[config.mk]
export PLATFORM = sky130hd
export DESIGN_NAME = alu_unit
export DESIGN_NICKNAME = d
export VERILOG_FILES = /design/src/rtl/alu_unit.sv
export SDC_FILE = /design/constraint.sdc
export NUM_CORES = 1
export LEC_CHECK = 0
export BUFFER_PORTS_ARGS = -buffer_cell sky130_fd_sc_hd__buf_2
export CORE_MARGIN = 1.5
export CORE_UTILIZATION = 56
export DETAILED_ROUTE_END_ITERATION = 16
export PLACE_DENSITY = 0.79
export SLEW_MARGIN = 20
export SYNTH_ARGS = -nofsm -noshare
export SYNTH_HDL_FRONTEND = slang
export SYNTH_SLANG_ARGS = --single-unit
[constraint.sdc]
create_clock -name clk -period 2.25 [get_ports clk]
set_clock_uncertainty 0.15 [all_clocks]
set_input_delay 0.3375 -clock clk [delete_from_list [all_inputs] [get_ports clk]]
set_output_delay 0.3375 -clock clk [all_outputs]
set_load 0.005 [all_outputs]
[src/rtl/alu_unit.sv]
// alu_unit: 32-bit registered ALU (ADD/SUB/AND/OR/XOR/SLT, optional SLL/SRL) with z/c/v flags.
// Latency: one clk; operands captured on a rising edge with en=1 appear right after that edge.
// Backpressure: en=0 stalls the stage and the outputs hold. Define ALU_SHIFT_EN to add the shifter.
module alu_unit #(
  parameter int WIDTH = 32
) (
  input  logic             clk,
  input  logic             rst_n,
  input  logic             en,
  input  logic [WIDTH-1:0] opA,
  input  logic [WIDTH-1:0] opB,
  input  logic [2:0]       sel,
  output logic [WIDTH-1:0] res,
  output logic             z,
  output logic             c,
  output logic             v
);

  localparam logic [2:0] OP_ADD = 3'b000;
  localparam logic [2:0] OP_SUB = 3'b001;
  localparam logic [2:0] OP_AND = 3'b010;
  localparam logic [2:0] OP_OR  = 3'b011;
  localparam logic [2:0] OP_XOR = 3'b100;
  localparam logic [2:0] OP_SLT = 3'b101;
`ifdef ALU_SHIFT_EN
  localparam logic [2:0] OP_SLL = 3'b110;
  localparam logic [2:0] OP_SRL = 3'b111;
  localparam int         SHW    = $clog2(WIDTH);
`endif

  logic [WIDTH-1:0] res_d, res_q;
  logic             z_d, z_q;
  logic             c_d, c_q;
  logic             v_d, v_q;

  // Shared adder: SUB reuses it as A + ~B + 1 so carry-out means "no borrow".
  logic             is_sub;
  logic [WIDTH-1:0] add_b;
  logic [WIDTH:0]   add_sum;
  logic             slt;

`ifdef ALU_SHIFT_EN
  logic [SHW-1:0]   shamt;
  logic [WIDTH:0]   sll_ext;
  logic [WIDTH:0]   srl_ext;
`endif

  // Adder operand conditioning and signed compare for SLT.
  always_comb begin
    is_sub  = (sel == OP_SUB);
    add_b   = is_sub ? ~opB : opB;
    add_sum = {1'b0, opA} + {1'b0, add_b} + {{WIDTH{1'b0}}, is_sub};
    slt     = ($signed(opA) < $signed(opB));
  end

`ifdef ALU_SHIFT_EN
  // One extra bit on the shifted-out side catches the last bit lost; a zero shift leaves it 0.
  always_comb begin
    shamt   = opB[SHW-1:0];
    sll_ext = {1'b0, opA} << shamt;
    srl_ext = {opA, 1'b0} >> shamt;
  end
`endif

  // Next-state result and flags as a pure function of the operands and select.
  always_comb begin
    res_d = '0;
    c_d   = 1'b0;
    v_d   = 1'b0;
    case (sel)
      OP_ADD: begin
        res_d = add_sum[WIDTH-1:0];
        c_d   = add_sum[WIDTH];
        v_d   = (opA[WIDTH-1] == opB[WIDTH-1]) && (add_sum[WIDTH-1] != opA[WIDTH-1]);
      end
      OP_SUB: begin
        res_d = add_sum[WIDTH-1:0];
        c_d   = add_sum[WIDTH];
        v_d   = (opA[WIDTH-1] != opB[WIDTH-1]) && (add_sum[WIDTH-1] != opA[WIDTH-1]);
      end
      OP_AND: res_d = opA & opB;
      OP_OR:  res_d = opA | opB;
      OP_XOR: res_d = opA ^ opB;
      OP_SLT: res_d = {{(WIDTH-1){1'b0}}, slt};
`ifdef ALU_SHIFT_EN
      OP_SLL: begin
        res_d = sll_ext[WIDTH-1:0];
        c_d   = sll_ext[WIDTH];
      end
      OP_SRL: begin
        res_d = srl_ext[WIDTH:1];
        c_d   = srl_ext[0];
      end
`endif
      default: begin
        res_d = '0;
        c_d   = 1'b0;
        v_d   = 1'b0;
      end
    endcase
    z_d = (res_d == '0);
  end

  // Output registers: cleared asynchronously, loaded only when the stage is enabled.
  always_ff @(posedge clk or negedge rst_n) begin
    if (!rst_n) begin
      res_q <= '0;
      z_q   <= 1'b0;
      c_q   <= 1'b0;
      v_q   <= 1'b0;
    end else if (en) begin
      res_q <= res_d;
      z_q   <= z_d;
      c_q   <= c_d;
      v_q   <= v_d;
    end
  end

  assign res = res_q;
  assign z   = z_q;
  assign c   = c_q;
  assign v   = v_q;

endmodule

==> out/qor.yml, run 1 <==
status:
  status: "stopped before the end"
  failed_stage: "clock tree synthesis"
  error: "[ERROR DPL-0033] detailed placement checks failed during check placement."
clock_tree:
  root_buffer: "clkbuf_16"
  cts-buffers-inserted: 5
  cts.sinks: 35
  postCtsHoldBufs: 0
  clockBufferDepth: 2
  htree_levels: 2
  post_cts_buffers: 42
  cts-resized-gates: 159
logic_synthesis:
  ys_seq_area_share_pct: 13.67
  synth_nets: 1030
  async_flop_share_pct: 100.0
  syn_inst: 823
  syn_area_um2: 6406
  ys_ff_latch: 35
  synth_cell_types: 61
  ys.flop_type: "dfrtp_1"
  avgSynthCellArea_um2: 7.784
  synth-edff-count: 0
  yosys_warnings: 0
placement:
  dp_hpwl_um: 20730
  place_congestion: 0.9840
  pre_cts_ws_ns: -2.206
  port_buffers: 104
floorplanning:
  fp-row-count: 38
  start_util_pct: 58.33
  die_h_um: 110.0
  io_pins: 105
  die_w_um: 110.0
-- cell usage after synthesis, types with 6 or more instances --
cell type,number,area (um2)
nor2b_1,9,56.30
inv_1,111,416.7
nor2_1,70,262.8
a31oi_1,15,93.84
mux2i_1,35,350.3
mux2_2,7,78.83
a222oi_1,8,80.08
o21a_1,11,82.58
nand4_1,10,62.56
o31ai_1,6,45.04
nand2_1,51,191.4
a22oi_1,8,60.06
a211oi_1,15,112.6
o211ai_1,7,52.55
xor2_1,8,70.07
ha_1,136,1702
nor4_1,8,50.05
a221oi_1,6,52.55
nor3_1,12,60.06
a21oi_1,55,275.3
dfrtp_1,35,875.8
xnor2_1,40,350.3
clkbuf_1,26,97.59
o21ai_0,31,155.2
a21o_1,11,82.58
and3_1,8,50.05
nand3_1,12,60.06
nand2b_1,6,37.54
-- through the flow --
| step | cell area [um2] | std cells |
|---|---|---|
| after floorplan | 6814 | 823 |
| after detailed placement | 9671 | 1350 |
| after global placement | 9671 | 1350 |
-- logic make-up after synthesis --
group	share of synthesized area [%]
AND/OR/NAND/NOR	15.57
adder cells (fa/ha/maj)	26.87
XOR/XNOR	6.563
buffers and inverters	8.691
multiplexers	6.699
AO/OA/AOI/OAI	21.93
flip-flops	13.67
==> run 2, diff against run 1 <==
CORE_UTILIZATION = 40   (was 56)
PLACE_DENSITY = default   (was 0.79)
PLACE_DENSITY_LB_ADDON = 0.15   (was default)
==> run 2 against run 1 <==
Area after synthesis unchanged. The flow now finishes, with violations (setup timing). Synthesized cell count unchanged.
==> out/qor.yml, run 2 <==
status:
  status: "finished, violations left"  # was stopped before the end
  violations: "setup timing"
timing:
  holdWs_ns: 0.3324
  finalWorstSetupSlack_ns: -1.428
  fin_tns_setup_ns: -29.09
  slew_headroom_pct: 49.55
  setup_viol: 34
  period_needed_ns: 3.678
  rsz0062_at_grt: "yes"
  slew_violations: 0
  worstMarginPinSlew_ns: 0.7540
  hold_viol_final: 0
  fmax_mhz: 271.9
  finalCritPeriodShare_pct: 163.5
clock_tree:
  clockBufferDepth: 2  # unchanged
  root_buffer: "clkbuf_16"  # unchanged
  cts.sinks: 35  # unchanged
  cts_tree: "done"
  clkLatencyLatePin_ns: 0.29
  clk_pin_slew_ns: 0.06
  cts-buffers-inserted: 5  # unchanged
  htree_levels: 2  # unchanged
logic_synthesis:
  synth_nets: 1030  # unchanged
  synth_cell_types: 61  # unchanged
  synth_most_common_cell: "ha_1"  # unchanged
  synth_top_area_share_pct: 26.56  # unchanged
  yosys_warnings: 0  # unchanged
  synth.largest_area_cell: "ha_1"  # unchanged
  synth_common_cells: "ha_1 (136), inv_1 (111), nor2_1 (70), a21oi_1 (55), nand2_1 (51)"  # unchanged
  ys_seq_area_share_pct: 13.67  # unchanged
  syn_inst: 823  # unchanged
  ys.flop_type: "dfrtp_1"  # unchanged
  avgSynthCellArea_um2: 7.784  # unchanged
  ys_ff_latch: 35  # unchanged
  ys_top_cells_by_area: "ha_1 (27%), dfrtp_1 (14%), inv_1 (6.5%)"  # unchanged
  async_flop_share_pct: 100.0  # unchanged
  syn_area_um2: 6406  # unchanged
  synth-edff-count: 0  # unchanged
layout:
  largest_reg_flops: 32
  nFillCells: 1297
  mostFrequentLayoutCell: "buf_4"
  antenna_cells: 0
  regArea_um2: 875.8
  multi_input_area_um2: 5981
  final_cell_mix: "buf_4 (306), ha_1 (122), inv_1 (102)"
  finalCoreUtilization_pct: 69.58
  fin_nets: 1437
  drive_above_1_share_pct: 48.90
  syn_to_final_growth_pct: 71.29
routing:
  ant_nets: 0
  drt_pass1_iterations: 5
  vias: 7563
  wl_per_cell_um: 16.80
  drc_errors: 0
  routed_wl_um: 24310
  routed_via_density: 5.227
  drtIter0Drc: 475
worst_setup_path:
  crit_type: "input pin to register"
  reg2reg_to: "res[31]$_DFFE_PN0P_"
  r2r_start: "res[31]$_DFFE_PN0P_"
  reg2reg_slack_ns: 1.33
  crit_chain: "buf_6 -> nor3b_4 -> buf_6 -> buf_6 -> buf_12 -> xnor2_2 -> ha_4 -> o21ai_0 -> nor2_2 -> o2111ai_2 -> buf_4 -> nor4_4 -> or4_4 -> a31oi_4 -> xnor2_2 -> a221o_1 -> or4_1 -> o2bb2ai_1"
  crit_arrival_ns: 3.74
  cp_max_fo: 8
  required_ns: 2.32
  start_kind: "input pin"
  critPathMaxStageDelay_ns: 0.45
  slowest_stage: "or4_4"
  cpMostUsedCell: "buf_6"
  cp-end-kind: "register"
  r2r_cells: 1
power:
  p_total_w: 0.004538
  pwr-share-seq_pct: 16.8
  p_comb_share_pct: 66.6
  p_per_area_nw_per_um2: 413.5
  internal-power_w: 0.002747
  vdd_drop_max_v: 0.0006518
  p_leak_nw: 5.510
  switching_share_pct: 39.46
  power_switching_w: 0.001791
  p_clk_share_pct: 16.6
global_route:
  grt_max_degree: 59
  grt_overflow_total: 0
  antenna_found_initial: 0
  grt_first_pass_wirelength_um: 37000
  grt.total_usage_pct: 28.36
  grt_pass1_vias: 7357
floorplanning:
  core-area_um2: 15770
  dieArea_um2: 16780
  die_w_um: 129.6  # was 110.0 um
  start_util_pct: 40.62  # was 58.33%
  io_pins: 105  # unchanged
  fp-row-count: 46  # was 38
  die_h_um: 129.6  # was 110.0 um
min_path:
  hold_path.startpoint: "res[4]$_DFFE_PN0P_"
  hold_depth: 1
  hold_class: "register to register"
  hold-path-endpoint: "res[4]$_DFFE_PN0P_"
placement:
  port_buffers: 104  # unchanged
  place_congestion: 0.9545  # was 0.9840
  dp_hpwl_um: 18410  # was 20730 um
flow_run:
  cap_violations: 0
-- run 2: cell counts after synthesis --
Identical to the previous run, type by type.
-- run 2: repair_timing --
| item | 4_1_cts | 5_1_grt |
|---|---|---|
| endpoints found under the hold margin | 18 | 0 |
| hold buffers | 1 | 0 |
| resized for setup | 95 | 71 |
| cloned | 2 | 0 |
| endpoints found under the setup margin | 35 | 35 |
| setup buffers | 33 | 10 |
| pin swaps | 62 | 40 |
-- run 2: cell families after synthesis --
kind of cell / share of synthesized area [%]
buffers and inverters: 8.691
XOR/XNOR: 6.563
adder cells (fa/ha/maj): 26.87
AND/OR/NAND/NOR: 15.57
flip-flops: 13.67
multiplexers: 6.699
AO/OA/AOI/OAI: 21.93
-- run 2: metal layers --
layer	vias up	wire [um]	GRT usage, %
met3	41	1593	3.179
li1	3709	-	-
met2	251	11440	47.68
met1	3562	10750	38.22
met5	-	0	0
met4	0	537	8.627
-- run 2: worst max path at each step --
stage          slack [ns]  startpoint       endpoint
2_1_floorplan       -1.53      sel[0]  z$_DFFE_PN0P_
3_3_place_gp        -1.82      sel[1]  z$_DFFE_PN0P_
3_5_place_dp        -1.86      sel[1]  z$_DFFE_PN0P_
4_1_cts             -1.39      sel[2]  z$_DFFE_PN0P_
5_1_grt             -1.56      sel[2]  z$_DFFE_PN0P_
6_report            -1.43      sel[2]  z$_DFFE_PN0P_
-- run 2: cell type report --
type	count	share of cell area [%]
flip-flops and latches	35	7.982
clock inverters	1	0.06842
clock buffers	7	1.391
well taps	216	2.463
repair buffers	433	29.59
multi-input cells	644	54.50
inverters	111	4.002
-- run 2: through the flow --
step,worst slack [ns],std cells,cell area [um2]
after floorplan,-1.529,823,6814
after global placement,-1.822,1395,9595
after detailed placement,-1.862,1395,9595
after CTS,-1.388,1438,10550
after global routing,-1.561,1447,10970
final,-1.428,1447,10970
-- run 2: power by group through the flow --
stage,Combinational (W),Sequential [W],Clock (W)
6_report,0.00302,0.000765,0.000752
5_1_grt,0.00325,0.000774,0.000800
4_1_cts,0.00280,0.000764,0.000768
3_5_place_dp,0.00249,0.000775,0
3_3_place_gp,0.00247,0.000775,0
2_1_floorplan,0.00125,0.000784,0
-- run 2: critical path: cells and delay by family --
kind            cells  cell delay [ns]
buf+inv             5             0.66
xor+xnor            2             0.23
fa+ha+maj           1             0.24
simple gates        5             1.16
compound gates      5             1.08
(Power assumes the default switching activity.)
==> run 3, diff against run 2 <==
RECOVER_POWER = 50   (was default)
==> run 3 against run 2 <==
The flow still finishes with violations (setup timing). Critical path depth did not move. Non-clock buffer count unchanged. Worst setup slack got worse by 0.0013 ns. Clock-buffer cell count is the same. Critical path type unchanged. Critical endpoint unchanged. Highest routed layer unchanged.
==> out/qor.yml, run 3 (synthesis results as in run 2) <==
timing:
  setup_viol: 34  # unchanged
  holdWs_ns: 0.3328  # was 0.3324 ns
  slew_violations: 0  # unchanged
  hold_viol_final: 0  # unchanged
  finalCritPeriodShare_pct: 163.5  # about the same
  slew_headroom_pct: 14.67  # was 49.55%
  finalWorstSetupSlack_ns: -1.429  # was -1.428 ns
  worstMarginPinSlew_ns: 1.280  # was 0.7540 ns
  fmax_mhz: 271.8  # was 271.9 MHz
  fin_tns_setup_ns: -29.17  # was -29.09 ns
  rsz0062_at_grt: "yes"  # unchanged
  period_needed_ns: 3.679  # was 3.678 ns
layout:
  fin_area_um2: 10960  # was 10970 um2
  regArea_um2: 875.8  # unchanged
  syn_to_final_growth_pct: 71.07  # was 71.29%
  final_cell_mix: "buf_4 (306), ha_1 (122), inv_1 (102)"  # unchanged
  fin_nets: 1437  # unchanged
  antenna_cells: 0  # unchanged
  drive_above_1_share_pct: 48.01  # was 48.90%
  mostFrequentLayoutCell: "buf_4"  # unchanged
  nFillCells: 1305  # was 1297
  largest_reg_flops: 32  # unchanged
  finalCoreUtilization_pct: 69.49  # was 69.58%
  multi_input_area_um2: 5981  # unchanged
worst_setup_path:
  reg2reg_slack_ns: 1.32  # was 1.33 ns
  start_kind: "input pin"  # unchanged
  cp-end-kind: "register"  # unchanged
  crit_arrival_ns: 3.74  # about the same
  startpoint: "sel[2]"  # unchanged
  required_ns: 2.32  # about the same
  r2r_cells: 1  # unchanged
  slowest_stage: "or4_4"  # unchanged
  reg2reg_to: "res[31]$_DFFE_PN0P_"  # unchanged
  critPathMaxStageDelay_ns: 0.45  # about the same
  cp_max_fo: 8  # unchanged
  cpMostUsedCell: "buf_6"  # unchanged
  r2r_start: "res[31]$_DFFE_PN0P_"  # unchanged
  crit_buf_inv: 5  # unchanged
  crit_type: "input pin to register"  # unchanged
  crit_chain: "buf_6 -> nor3b_4 -> buf_6 -> buf_6 -> buf_12 -> xnor2_2 -> ha_4 -> o21ai_0 -> nor2_2 -> o2111ai_2 -> buf_4 -> nor4_4 -> or4_4 -> a31oi_4 -> xnor2_2 -> a221o_1 -> or4_1 -> o2bb2ai_1"  # unchanged
  cp_top_family: "simple AND/OR/NAND/NOR gates"  # unchanged
floorplanning:
  die_h_um: 129.6  # unchanged
  core-area_um2: 15770  # unchanged
  fp-row-count: 46  # unchanged
  start_util_pct: 40.62  # unchanged
  io_pins: 105  # unchanged
  dieArea_um2: 16780  # unchanged
  die_w_um: 129.6  # unchanged
flow_run:
  cap_violations: 0  # unchanged
clock_tree:
  cts.sinks: 35  # unchanged
  clkLatencyLatePin_ns: 0.29  # about the same
  cts_tree: "done"  # unchanged
  clockBufferDepth: 2  # unchanged
  htree_levels: 2  # unchanged
  clk_pin_slew_ns: 0.06  # about the same
  cts-buffers-inserted: 5  # unchanged
  root_buffer: "clkbuf_16"  # unchanged
global_route:
  grt_max_degree: 59  # unchanged
  grt.total_usage_pct: 28.36  # unchanged
  grt_first_pass_wirelength_um: 37000  # unchanged
  grt_overflow_total: 0  # unchanged
  antenna_found_initial: 0  # unchanged
  grt_pass1_vias: 7357  # unchanged
power:
  vdd_drop_max_v: 0.0006519  # was 0.0006518 V
  switching_share_pct: 39.53  # was 39.46%
  internal-power_w: 0.002740  # was 0.002747 W
  power_switching_w: 0.001791  # about the same
  p_leak_nw: 5.476  # was 5.510 nW
  p_per_area_nw_per_um2: 413.4  # was 413.5 nW/um2
  p_clk_share_pct: 16.6  # about the same
  pwr-share-seq_pct: 16.9  # was 16.8%
  p_comb_share_pct: 66.5  # was 66.6%
min_path:
  hold_class: "register to register"  # unchanged
  hold_path.startpoint: "res[4]$_DFFE_PN0P_"  # unchanged
  hold-path-endpoint: "res[4]$_DFFE_PN0P_"  # unchanged
  hold_depth: 1  # unchanged
routing:
  drtIter0Drc: 456  # was 475
  vias: 7567  # was 7563
  drc_errors: 0  # unchanged
  ant_nets: 0  # unchanged
  routed_via_density: 5.229  # was 5.227
  drt_pass1_iterations: 8  # was 5
  routed_wl_um: 24340  # was 24310 um
  wl_per_cell_um: 16.82  # was 16.80 um
placement:
  pre_cts_ws_ns: -1.862  # unchanged
  port_buffers: 104  # unchanged
  place_congestion: 0.9545  # unchanged
  placed_cell_area_um2: 9595  # unchanged
  dp_hpwl_um: 18410  # unchanged
status:
  status: "finished, violations left"  # unchanged
  violations: "setup timing"  # unchanged
-- run 3: worst max-delay path by stage --
stage          depth (start not counted)  slack [ns]            end
2_1_floorplan                         17       -1.53  z$_DFFE_PN0P_
3_3_place_gp                          16       -1.82  z$_DFFE_PN0P_
3_5_place_dp                          15       -1.86  z$_DFFE_PN0P_
4_1_cts                               17       -1.39  z$_DFFE_PN0P_
5_1_grt                               18       -1.56  z$_DFFE_PN0P_
6_report                              18       -1.43  z$_DFFE_PN0P_
-- run 3: per-layer routing --
metal	up-vias	track usage, %	wire [um]
met1	3544	38.22	10620
li1	3709	-	-
met3	50	3.179	1702
met4	0	8.627	580
met2	264	47.68	11430
met5	-	0	0
-- run 3: power by group through the flow --
stage | clock [W] | combinational (W) | sequential, W
global placement | 0 | 0.00247 | 0.000775
finish | 0.000752 | 0.00301 | 0.000766
floorplan | 0 | 0.00125 | 0.000784
CTS | 0.000768 | 0.00280 | 0.000764
detailed placement | 0 | 0.00249 | 0.000775
global route | 0.000800 | 0.00324 | 0.000775
-- run 3: area by class of cell --
| type | instances | area share (%) |
|---|---|---|
| clock buffers | 7 | 1.393 |
| well taps | 216 | 2.466 |
| repair buffers | 433 | 29.50 |
| clock inverters | 1 | 0.06850 |
| flip-flops and latches | 35 | 7.992 |
| multi-input cells | 644 | 54.57 |
| inverters | 111 | 4.007 |
-- run 3: per-stage QoR --
| stage | std cells | total power, W |
|---|---|---|
| after CTS | 1438 | 0.004333 |
| after global placement | 1395 | 0.003245 |
| after global routing | 1447 | 0.004818 |
| after detailed placement | 1395 | 0.003266 |
| after floorplan | 823 | 0.002029 |
| final | 1447 | 0.004531 |
-- run 3: what timing repair did --
item                       4_1_cts  5_1_grt
setup buffers                   33       10
hold buffers                     1        0
cloned                           2        0
pin swaps                       62       40
setup endpoints to repair       35       35
hold endpoints to repair        18        0
resized for setup               95       71
